==> src/rtl/dsm_interpolator_pkg.sv <==
`default_nettype none
// ============================================================================
// Module   : dsm_interpolator_pkg
// Purpose  : Shared constants and types for the test-DAC interpolator path.
//            Holds the default sample width and oversampling exponent, the
//            derived oversampling ratio, and the controller state encoding.
// Ports    : none (package)
// Revision : 1.0 - initial release
// ============================================================================
package dsm_interpolator_pkg;

  localparam int DATA_W_DEFAULT   = 12;
  localparam int OSR_LOG2_DEFAULT = 9;
  localparam int OSR_DEFAULT      = 1 << OSR_LOG2_DEFAULT;

  typedef enum logic [0:0] {
    IDLE = 1'b0,
    RUN  = 1'b1
  } state_t;

endpackage
`default_nettype wire

==> src/rtl/dsm_interpolator_mod1.sv <==
`default_nettype none
// ============================================================================
// Module   : dsm_mod1
// Purpose  : First-order digital delta-sigma modulator. The input word is
//            added into an accumulator every clock; the carry out of the add
//            is the output bit, so the ones density equals x / 2^DATA_W.
// Ports    : clk      - clock
//            rst_n    - synchronous active-low reset
//            x        - DATA_W-bit unsigned input word
//            bit_out  - registered 1-bit modulator stream
// Revision : 1.0 - initial release
// ============================================================================
module dsm_mod1
  import dsm_interpolator_pkg::*;
#(
  parameter int DATA_W = DATA_W_DEFAULT
) (
  input  logic              clk,
  input  logic              rst_n,
  input  logic [DATA_W-1:0] x,
  output logic              bit_out
);

  logic [DATA_W-1:0] acc;
  logic [DATA_W:0]   sum;

  assign sum = {1'b0, acc} + {1'b0, x};

  always_ff @(posedge clk) begin
    if (!rst_n) begin
      acc     <= '0;
      bit_out <= 1'b0;
    end else begin
      acc     <= sum[DATA_W-1:0];
      bit_out <= sum[DATA_W];
    end
  end

endmodule
`default_nettype wire

==> src/rtl/dsm_interpolator.sv <==
`default_nettype none
// ============================================================================
// Module   : dsm_interpolator
// Purpose  : Accepts one low-rate unsigned sample per OSR clocks over a
//            valid/ready handshake, linearly interpolates between consecutive
//            samples at full clock rate and feeds the result to a first-order
//            delta-sigma modulator for the on-chip test DAC.
// Ports    : clk       - clock
//            rst_n     - synchronous active-low reset
//            in_data   - low-rate sample (unsigned, DATA_W bits)
//            in_valid  - in_data valid
//            in_ready  - a sample can be accepted this cycle
//            out_data  - interpolated high-rate word
//            bit_out   - modulator bitstream
//            underrun  - one-cycle pulse: segment ended with no sample queued
// Revision : 1.0 - initial release
// ============================================================================
module dsm_interpolator
  import dsm_interpolator_pkg::*;
#(
  parameter int DATA_W   = DATA_W_DEFAULT,
  parameter int OSR_LOG2 = OSR_LOG2_DEFAULT
) (
  input  logic              clk,
  input  logic              rst_n,
  input  logic [DATA_W-1:0] in_data,
  input  logic              in_valid,
  output logic              in_ready,
  output logic [DATA_W-1:0] out_data,
  output logic              bit_out,
  output logic              underrun
);

  // Sign-extended difference times zero-extended phase; one spare bit on
  // each operand keeps the product width symmetric.
  localparam int PROD_W = DATA_W + OSR_LOG2 + 2;
  localparam logic [OSR_LOG2-1:0] PHASE_LAST = {OSR_LOG2{1'b1}};

  state_t              state;
  state_t              state_next;
  logic [OSR_LOG2-1:0] phase;
  logic [DATA_W-1:0]   prev;
  logic [DATA_W-1:0]   cur;
  logic [DATA_W-1:0]   nxt;
  logic                nxt_valid;
  logic                accept;
  logic                start;
  logic                seg_end;

  logic signed [DATA_W:0]   diff;
  logic signed [PROD_W-1:0] prod;
  logic [DATA_W-1:0]        offset;
  logic [DATA_W-1:0]        interp;

  assign in_ready = !nxt_valid;
  assign accept   = in_valid && !nxt_valid;

  // --------------------------------------------------------------------------
  // Controller
  // --------------------------------------------------------------------------
  always_ff @(posedge clk) begin
    if (!rst_n) begin
      state <= IDLE;
    end else begin
      state <= state_next;
    end
  end

  always_comb begin
    state_next = state;
    start      = 1'b0;
    seg_end    = 1'b0;
    case (state)
      IDLE: begin
        if (nxt_valid) begin
          state_next = RUN;
          start      = 1'b1;
        end
      end
      RUN: begin
        seg_end = (phase == PHASE_LAST);
      end
      default: begin
        state_next = IDLE;
      end
    endcase
  end

  // --------------------------------------------------------------------------
  // Input buffer, segment bookkeeping and phase counter.
  // accept needs an empty buffer while start / segment-end consumption needs a
  // full one, so the two never collide on nxt_valid.
  // --------------------------------------------------------------------------
  always_ff @(posedge clk) begin
    if (!rst_n) begin
      phase     <= '0;
      prev      <= '0;
      cur       <= '0;
      nxt       <= '0;
      nxt_valid <= 1'b0;
      underrun  <= 1'b0;
    end else begin
      underrun <= 1'b0;

      if (accept) begin
        nxt       <= in_data;
        nxt_valid <= 1'b1;
      end

      if (start) begin
        prev      <= nxt;
        cur       <= nxt;
        nxt_valid <= 1'b0;
        phase     <= '0;
      end else if (state == RUN) begin
        phase <= phase + 1'b1;
        if (seg_end) begin
          prev <= cur;
          if (nxt_valid) begin
            cur       <= nxt;
            nxt_valid <= 1'b0;
          end else begin
            // Nothing queued: hold the last value flat for another segment.
            underrun <= 1'b1;
          end
        end
      end
    end
  end

  // --------------------------------------------------------------------------
  // Interpolation: prev + floor((cur - prev) * phase / OSR).
  // The result always lies between prev and cur, so adding the low DATA_W bits
  // of the two's-complement offset modulo 2^DATA_W gives the exact value.
  // --------------------------------------------------------------------------
  always_comb begin
    diff   = $signed({1'b0, cur}) - $signed({1'b0, prev});
    prod   = $signed({{(OSR_LOG2 + 1){diff[DATA_W]}}, diff}) *
             $signed({{(DATA_W + 2){1'b0}}, phase});
    offset = DATA_W'(prod >>> OSR_LOG2);
    interp = prev + offset;
  end

  always_ff @(posedge clk) begin
    if (!rst_n) begin
      out_data <= '0;
    end else begin
      out_data <= (state == RUN) ? interp : '0;
    end
  end

  // --------------------------------------------------------------------------
  // Modulator runs every clock, including IDLE (where it sees zero).
  // --------------------------------------------------------------------------
  dsm_mod1 #(
    .DATA_W (DATA_W)
  ) u_mod (
    .clk     (clk),
    .rst_n   (rst_n),
    .x       (out_data),
    .bit_out (bit_out)
  );

endmodule
`default_nettype wire

==> config.mk <==
export PLATFORM = sky130hd
export DESIGN_NAME = dsm_interpolator
export DESIGN_NICKNAME = d
export VERILOG_FILES = /design/src/rtl/dsm_interpolator_pkg.sv /design/src/rtl/dsm_interpolator_mod1.sv /design/src/rtl/dsm_interpolator.sv
export SDC_FILE = /design/constraint.sdc
export NUM_CORES = 1
export LEC_CHECK = 0
export CORE_ASPECT_RATIO = 0.6
export CORE_MARGIN = 8
export CORE_UTILIZATION = 32
export CTS_BUF_LIST = sky130_fd_sc_hd__clkbuf_8 sky130_fd_sc_hd__clkbuf_16
export DETAILED_ROUTE_END_ITERATION = 6
export GPL_TIMING_DRIVEN = 0
export HOLD_SLACK_MARGIN = 0.08
export PLACE_DENSITY = 0.54
export SLEW_MARGIN = 0
export SYNTH_ARGS = -nofsm -noshare
export SYNTH_HDL_FRONTEND = slang
export SYNTH_SLANG_ARGS = --single-unit
export TNS_END_PERCENT = 5
==> constraint.sdc <==
create_clock -name clk -period 13.3 [get_ports clk]
set_input_delay 1.33 -clock clk [delete_from_list [all_inputs] [get_ports clk]]
set_output_delay 1.33 -clock clk [all_outputs]
set_load 0.005 [all_outputs]
==> flow_summary.json <==
{
  "r2r-end": "out_data[11]",
  "hold_end": "nxt[2]",
  "endpoint_kind": "register",
  "synth_seq_area_share_pct": 18.6,
  "fin_skew_ns": 0.00533,
  "synth_area_um2": 7850,
  "clkPwrFrac_pct": 41.8,
  "viasPerCell": 4.59,
  "switching_share_pct": 30.2,
  "drtIter0Drc": 295,
  "period_share_pct": 71.7,
  "drv_cap": 0,
  "root_buffer": "clkbuf_16",
  "leakage_nw": 4.50,
  "cpMostUsedCell": "fa_1",
  "async_flop_share_pct": 0,
  "hold_violations": 0,
  "dr.pass1.iters": 5,
  "nets": 1101,
  "combinationalPowerShare_pct": 21.3,
  "rsz0062_at_grt": "no",
  "clock_path_buffers": 2,
  "status": "finished clean",
  "synth-edff-count": 0,
  "clock_sinks": 73,
  "grt_pass1_vias": 5487,
  "fill_cells": 2506,
  "drive_above_1_share_pct": 2.85,
  "powerDensity_nw_per_um2": 71.0,
  "placed_area_um2": 8530,
  "grt_max_degree": 13,
  "period_needed_ns": 9.53,
  "ctsResizeCount": 0,
  "clock_latency_ns": 0.34,
  "fin_area_um2": 8850,
  "finalSetupTns_ns": 0,
  "synth-seq-cells": 73,
  "die_h_um": 137,
  "tightest_slew_ns": 1.19,
  "antenna_found_initial": 0,
  "routabilityCongestion": 0.801,
  "n_antenna_cell": 0,
  "peakVddDrop_mv": 0.0508,
  "coreArea_um2": 24100,
  "syn_area_per_cell_um2": 9.03,
  "route.antenna.remaining_nets": 0,
  "dp_hpwl_um": 15800,
  "hold_buffers": 0,
  "cp-start-kind": "register",
  "reg2reg_depth": 34,
  "die_x_um": 218,
  "h-tree-depth": 3,
  "setup_viol": 0,
  "crit_required_ns": 13.50,
  "io_pins": 30,
  "p_switching_mw": 0.190,
  "cts.clk_slew.worst_paths_ns": 0.06,
  "drv_slew": 0,
  "relSlewSlack_pct": 20.1,
  "rows": 44,
  "wl_um": 19000,
  "ys_types": 46,
  "syn_to_final_growth_pct": 12.8,
  "multi_input_area_um2": 5750,
  "synth_cells": 869,
  "r2r-start": "prev[1]",
  "min_from": "nxt[2]",
  "fmax_mhz": 105,
  "io_buffers": 28,
  "grt_pass1_wl_um": 31200,
  "cts_tree": "done",
  "max_stage_delay_ns": 0.93,
  "drc": 0,
  "path_max_fanout": 9,
  "wl_per_cell_um": 15.4,
  "rrSetupSlack_ns": 3.77,
  "ys_warn_count": 0,
  "grt_usage_pct": 13.4,
  "worstSetupPathType": "register to register",
  "cts_made_buffers": 9,
  "synth_top_area_share_pct": 24.5,
  "min_path_cells": 2,
  "register_area_um2": 1460,
  "cts_setup_buffers": 0,
  "p_int_mw": 0.439,
  "synth_ff_type": "dfxtp_1",
  "grt_remaining_overflow": 0,
  "synth_top_cell_by_area": "fa_1",
  "p_seq_share_pct": 36.9,
  "slowest_stage": "xnor2_1",
  "hp-class": "register to register",
  "synth_fp_nets": 1062,
  "start_util_pct": 32.5,
  "num_vias": 5658,
  "synthTopCellsByArea": "fa_1, dfxtp_1, ha_1, inv_1, nand2_1",
  "arrival_ns": 9.73,
  "fp.dieArea_um2": 30000
}
final cells by class:
class	count	share of cell area [%]
multi-input combinational	628	65.0
sequential	73	16.5
inverter	142	6.02
tap	322	4.55
timing repair buffer	28	3.17
clock buffer	10	2.70
buffer	26	1.12
clock inverter	5	0.905
layout by cell type, fill, tap and decap left out, drive strengths merged, types with 2 or more instances in the layout:
| cell type | instances |
|---|---|
| and3 | 3 |
| o211a | 12 |
| dfxtp | 73 |
| a211oi | 3 |
| o211ai | 2 |
| clkinvlp | 2 |
| and2 | 51 |
| nand4b | 2 |
| o21bai | 2 |
| xor2 | 16 |
| nand2b | 6 |
| nand2 | 111 |
| bufinv | 2 |
| inv | 142 |
| o21ai | 18 |
| nand3 | 2 |
| clkdlybuf4s50 | 28 |
| fa | 96 |
| nand4 | 3 |
| nor3 | 4 |
| o2bb2ai | 3 |
| buf | 3 |
| a21o | 12 |
| a31oi | 3 |
| xnor2 | 35 |
| a21oi | 32 |
| a21boi | 14 |
| o21a | 11 |
| mux2i | 26 |
| nor2 | 36 |
| clkbuf | 33 |
| ha | 82 |
| nor3b | 2 |
| nor2b | 32 |
logic make-up (layout without fill, tap and decap cells):
group | Yosys count | count (layout) | share of synthesized area [%]
adder cells (fa/ha/maj) | 178 | 178 | 37.6
AND/OR/NAND/NOR | 255 | 255 | 15.7
AO/OA/AOI/OAI | 117 | 117 | 10.6
multiplexers | 26 | 26 | 3.32
XOR/XNOR | 52 | 52 | 6.17
buffers and inverters | 168 | 211 | 8.05
flip-flops | 73 | 73 | 18.6
how the worst max path moves through the flow:
stage / cells after the start / end / startpoint
floorplan: 35 / out_data[10] / prev[1]
global placement: 34 / out_data[11] / prev[1]
detailed placement: 35 / out_data[10] / prev[1]
CTS: 35 / out_data[10] / prev[1]
global route: 35 / out_data[10] / prev[1]
finish: 34 / out_data[11] / prev[1]
stage by stage:
stage	hold WS (ns)	utilization, %	setup slack [ns]	std cells	power (mW)
after floorplan	0.455	-	5.61	869	0.321
after global placement	0.478	35.4	3.81	1219	0.370
after detailed placement	0.483	35.4	3.83	1219	0.370
final	0.489	36.7	3.77	1234	0.629
after global routing	0.516	36.7	3.17	1234	0.658
after CTS	0.490	36.7	3.79	1234	0.634
power by group through the flow:
| stage | Sequential, mW | Combinational (mW) | Clock, mW |
|---|---|---|---|
| finish | 0.232 | 0.134 | 0.263 |
| global route | 0.233 | 0.146 | 0.279 |
| CTS | 0.232 | 0.134 | 0.268 |
| detailed placement | 0.237 | 0.134 | 0 |
| global placement | 0.237 | 0.133 | 0 |
| floorplan | 0.234 | 0.0874 | 0 |
cell usage after synthesis (4+ instances only):
library cell	number
xor2_1	16
nor2b_1	32
nor3_1	4
a21oi_1	31
a21o_1	12
inv_1	142
nand2_1	111
nor2_1	36
ha_1	82
o21a_1	11
o211a_1	12
dfxtp_1	73
clkbuf_1	23
xnor2_1	33
mux2i_1	26
a21boi_0	14
and2_1	51
o21ai_0	16
nand2b_1	6
fa_1	96
routing by layer:
metal	track usage, %	routed length [um]	share of wire, %
met2	15.8	6380	34
met3	2.79	863	4.5
met4	2.38	128	0.67
met1	23.1	11600	61
met5	0	0	0
flip-flops by register name, indices dropped and copies added, names as in the netlist, 9 cells and up:
signal,cells
prev,12
cur,12
u_mod.acc,12
phase,9
out_data,12
nxt,12
critical path, delay by kind of cell, from the launching register on:
family / cells / cell delay (ns)
adder cells (fa/ha/maj): 8 / 3.34
XOR/XNOR: 3 / 1.54
AO/OA/AOI/OAI: 13 / 2.94
AND/OR/NAND/NOR: 6 / 0.81
buffers and inverters: 4 / 0.25
flip-flops: 1 / 0.50
Note: power is estimated with default switching activity, not from simulation.
==> RTL change 1 (same flow settings) <==
Register the output `underrun` once more, without a reset; this adds one clock of latency there. The other outputs are not delayed to match. Comments in the files are not updated.
--- a/src/rtl/dsm_interpolator.sv
+++ b/src/rtl/dsm_interpolator.sv
@@ -37,2 +37,4 @@
   localparam logic [OSR_LOG2-1:0] PHASE_LAST = {OSR_LOG2{1'b1}};
+
+  logic underrun_s0;
 
@@ -100,5 +102,5 @@
       nxt_valid <= 1'b0;
-      underrun  <= 1'b0;
+      underrun_s0 <= 1'b0;
     end else begin
-      underrun <= 1'b0;
+      underrun_s0 <= 1'b0;
 
@@ -123,3 +125,3 @@
             // Nothing queued: hold the last value flat for another segment.
-            underrun <= 1'b1;
+            underrun_s0 <= 1'b1;
           end
@@ -163,2 +165,6 @@
 
+  always_ff @(posedge clk) begin
+    underrun <= underrun_s0;
+  end
+
 endmodule
Formal check against the unedited RTL: same outputs for any inputs over 10 cycles, from zero or initial values and one cycle with rst_n low; that may be too few to reach the edited logic, so the function may still have changed.
==> RTL change 1 against the unedited design <==
  * Sequential cell count grew 1
  * Synthesized area rose by 0.26%
  * Sequential share of layout area rose by 0.15 points
  * Final area grew 0.48%
  * Routed wire length increased by 0.32%
  * Setup slack better by 0.054 ns
  * Count of clock-buffer cells in the layout fell by 1
  * Maximum frequency is 0.57% higher
  * Power rose by 3.4%
  * Critical path depth unchanged
  * Hold slack got worse by 0.16 ns
  * Core utilization up 0.092 points
  * Critical path type unchanged
==> RTL change 1: results (changes against the unedited design) <==
GR Util met3=0.0287 (+0.000877); DRT met1 WL=11,300 µm (-2.6%); hold path startpoint=underrun_s0; post-DR vias/cell=4.60 (+0.39%); hold path endpoint=underrun; Routed met2 length=6820 µm (+6.9%); Final clock-cell share=0.0384 (+0.00236); Leak=4.53 nW (+0.52%); Synth Area in Compound Gates=0.106 (-0.000270); Post-Route Skew=0.00615 ns (+0.000826 ns); Commonest cells post-synth=142 x inv_1, 111 x nand2_1, 96 x fa_1; buffering overhead=0.0426 (-0.000205); Synth area leaders=fa_1 24%, dfxtp_1 19%, ha_1 13%; critical path arrival=9.69 ns (-0.04 ns); global placement routability congestion=0.803 (+0.30%); DRT iter0 DRCs=363 (+23%); nets=1,102 (+0.091%); Synth Area in XOR/XNOR=0.0615 (-0.000157); Seq area share=0.167 (+0.00146); slew of the pin with the lowest slew margin=1.20 ns (+0.00910 ns); M2 GR Usage=0.174 (+0.0155); global-route wire length before repair=31,900 µm (+2.3%); WHS Path Cells=0 (-2); DRT Wirelength=19,000 µm (+0.32%); met3 routed wirelength=834 µm (-3.4%); clock buffers=9 (-1); pin count of the biggest net entering global routing=14 (+1); vias in the first global route=5,723 (+4.3%); status=completed; post-synthesis adder-cell area fraction=0.375 (-0.000956); GRT Total Usage=0.136 (+0.00188)
[RTL change 1: worst max path at each step]
| stage | startpoint | end | slack (ns) | cells past startpoint |
|---|---|---|---|---|
| 3_5_place_dp | prev[1] | out_data[10] | 3.92 | 35 |
| 3_3_place_gp | prev[1] | out_data[11] | 3.91 | 34 |
| 6_report | prev[1] | out_data[11] | 3.82 | 34 |
| 4_1_cts | prev[1] | out_data[10] | 3.86 | 35 |
| 2_1_floorplan | prev[1] | out_data[10] | 5.61 | 35 |
| 5_1_grt | prev[1] | out_data[10] | 3.09 | 35 |
[RTL change 1: power by group]
group          internal (mW)  switching [mW]
registers              0.228         0.00676
logic                 0.0457          0.0875
clock network          0.183          0.0984
[RTL change 1: metrics by stage]
stage	util	cells	hold WS [ns]	cell area [µm²]
5_1_grt	0.368	1236	0.356	8890
4_1_cts	0.368	1236	0.329	8890
2_1_floorplan	-	870	0.310	7870
6_report	0.368	1236	0.327	8890
3_3_place_gp	0.354	1220	0.313	8550
3_5_place_dp	0.354	1220	0.316	8550
==> RTL change 2 (same flow settings) <==
Made on the original files. Change the package constant `DATA_W_DEFAULT` from 12 to 8.
--- a/src/rtl/dsm_interpolator_pkg.sv
+++ b/src/rtl/dsm_interpolator_pkg.sv
@@ -11,3 +11,3 @@
 
-  localparam int DATA_W_DEFAULT   = 12;
+  localparam int DATA_W_DEFAULT   = 8;
   localparam int OSR_LOG2_DEFAULT = 9;
Ports: changed (resized in_data and out_data); port bits go from 30 to 22. No check against the original RTL was run, so the function may have changed too.
==> RTL change 2 against the unedited design <==
  * Final area fell by 34%
  * Routed wire length is 36% lower
  * Non-clock buffer count is 13 lower
  * Synthesized area is 33% lower
  * Setup slack improved by 1.6 ns
  * Hold slack lost 0.0029 ns
  * Global-route usage down 1.4 points
  * First-iteration DRC count down 32%
  * Sequential power is 22% lower
  * Sequential cell count decreased by 20
  * Power grew 1.2%
  * Critical path type unchanged
  * Highest routed layer unchanged
==> RTL change 2: results (changes against the unedited design) <==
status=completed; FF-to-FF path depth=31 (-8.8%); slew of the pin with the lowest slew margin=0.975 ns (-0.216 ns); pre-CTS setup slack=5.39 ns (+1.56 ns); CTS H-tree lvls=2 (-1); Seq/Total Area, Yosys=0.202 (+0.0158); post-cts repair resize count=0 (unchanged); Synth area leaders=dfxtp_1 20%, fa_1 20%, ha_1 16%; global placement routability congestion=0.803 (+0.22%); GRT Total Usage=0.120 (-0.0141); vias in the first global route=3,862 (-30%); Leak=2.77 nW (-38%); clk buf depth=2 (unchanged); DP HPWL=10,200 µm (-35%); Worst-path clk slew=0.08 ns (+0.02 ns); post-DR vias/cell=4.69 (+2.4%); DRT iter0 DRCs=200 (-32%); global-route wire length before repair=20,500 µm (-34%); CTS Buf Count=5 (-4); I/O Buffers=20 (-29%); critical path arrival=8.16 ns (-1.57 ns); synth unique cells=43 (-6.5%); Worst-Skew Late Latency=0.30 ns (-0.04 ns); root buffer cell=clkbuf_16; nets=742 (-33%); Post-Route Skew=0.00864 ns (+0.00332 ns); Syn Nets=715 (-33%); mean routed wirelength per cell=14.8 µm (-4.1%); worst vdd ir=0.0511 mV (+0.70%); Commonest cells post-synth=82 x inv_1, 67 x ha_1, 58 x nand2_1; setup bufs post-CTS=0 (unchanged); slowest stage delay, CP=0.67 ns (-0.26 ns); layout cells sized above 1=0.0343 (+0.00575); fill count=1,640 (-35%); pin count of the biggest net entering global routing=19 (+6)
-- RTL change 2: cell types whose count changed after synthesis, moves of 14 or more --
| cell | delta |
|---|---|
| nand2_1 | -53 |
| fa_1 | -44 |
| xnor2_1 | -15 |
| ha_1 | -15 |
| a21oi_1 | -14 |
| inv_1 | -60 |
| nor2b_1 | -16 |
| and2_1 | -22 |
| mux2i_1 | -16 |
| dfxtp_1 | -20 |
-- RTL change 2: cells by family after synthesis --
group,share of synthesized area
buffers and inverters,0.0741
AOI/OAI and AO/OA,0.0893
and+or+nand+nor,0.202
muxes,0.0191
DFF,0.202
xor gates and xnor gates,0.0557
adders and majority gates,0.358
-- RTL change 2: metrics by stage --
stage | hold slack (ns) | instance area (µm²) | cells | utilization
after CTS | 0.491 | 5860 | 822 | 0.364
final | 0.486 | 5860 | 822 | 0.364
after detailed placement | 0.481 | 5710 | 814 | 0.354
after global placement | 0.473 | 5710 | 814 | 0.354
after global routing | 0.508 | 5860 | 822 | 0.364
after floorplan | 0.456 | 5250 | 585 | -
-- RTL change 2: metal layers --
metal,up-vias,share of wire,global-route usage
met5,-,0,0
met4,0,0.00082,0.00979
met3,2,0.039,0.0227
met2,49,0.39,0.169
met1,1875,0.57,0.189
li1,1933,-,-
-- RTL change 2: worst max-delay path, delay by kind of cell (launching register included) --
kind            cells  cell delay [ns]
simple gates        7             1.07
buf+inv             4             0.24
xor+xnor            4             1.27
fa+ha+maj           9             3.81
flops               1             0.34
compound gates      7             1.15
-- RTL change 2: layout make-up --
| class | count | share of cell area |
|---|---|---|
| repair buffers | 20 | 0.0341 |
| flip-flops and latches | 53 | 0.181 |
| clock buffers | 5 | 0.0213 |
| plain buffers | 21 | 0.0139 |
| multi-input cells | 429 | 0.648 |
| clock inverters | 3 | 0.00427 |
| inverters | 82 | 0.0525 |
| well taps | 209 | 0.0446 |
-- RTL change 2: power by group --
part,total (mW),internal [mW],switching (mW)
combinational,0.320,0.130,0.190
clock,0.135,0.0710,0.0642
sequential,0.181,0.172,0.00903
-- RTL change 2: worst paths after layout --
path	start	to	slack, ns
max	cur[0]	out_data[7]	5.37
min	nxt[1]	nxt[1]	0.49
max reg2reg	cur[0]	out_data[7]	5.37
min reg2reg	nxt[1]	nxt[1]	0.49
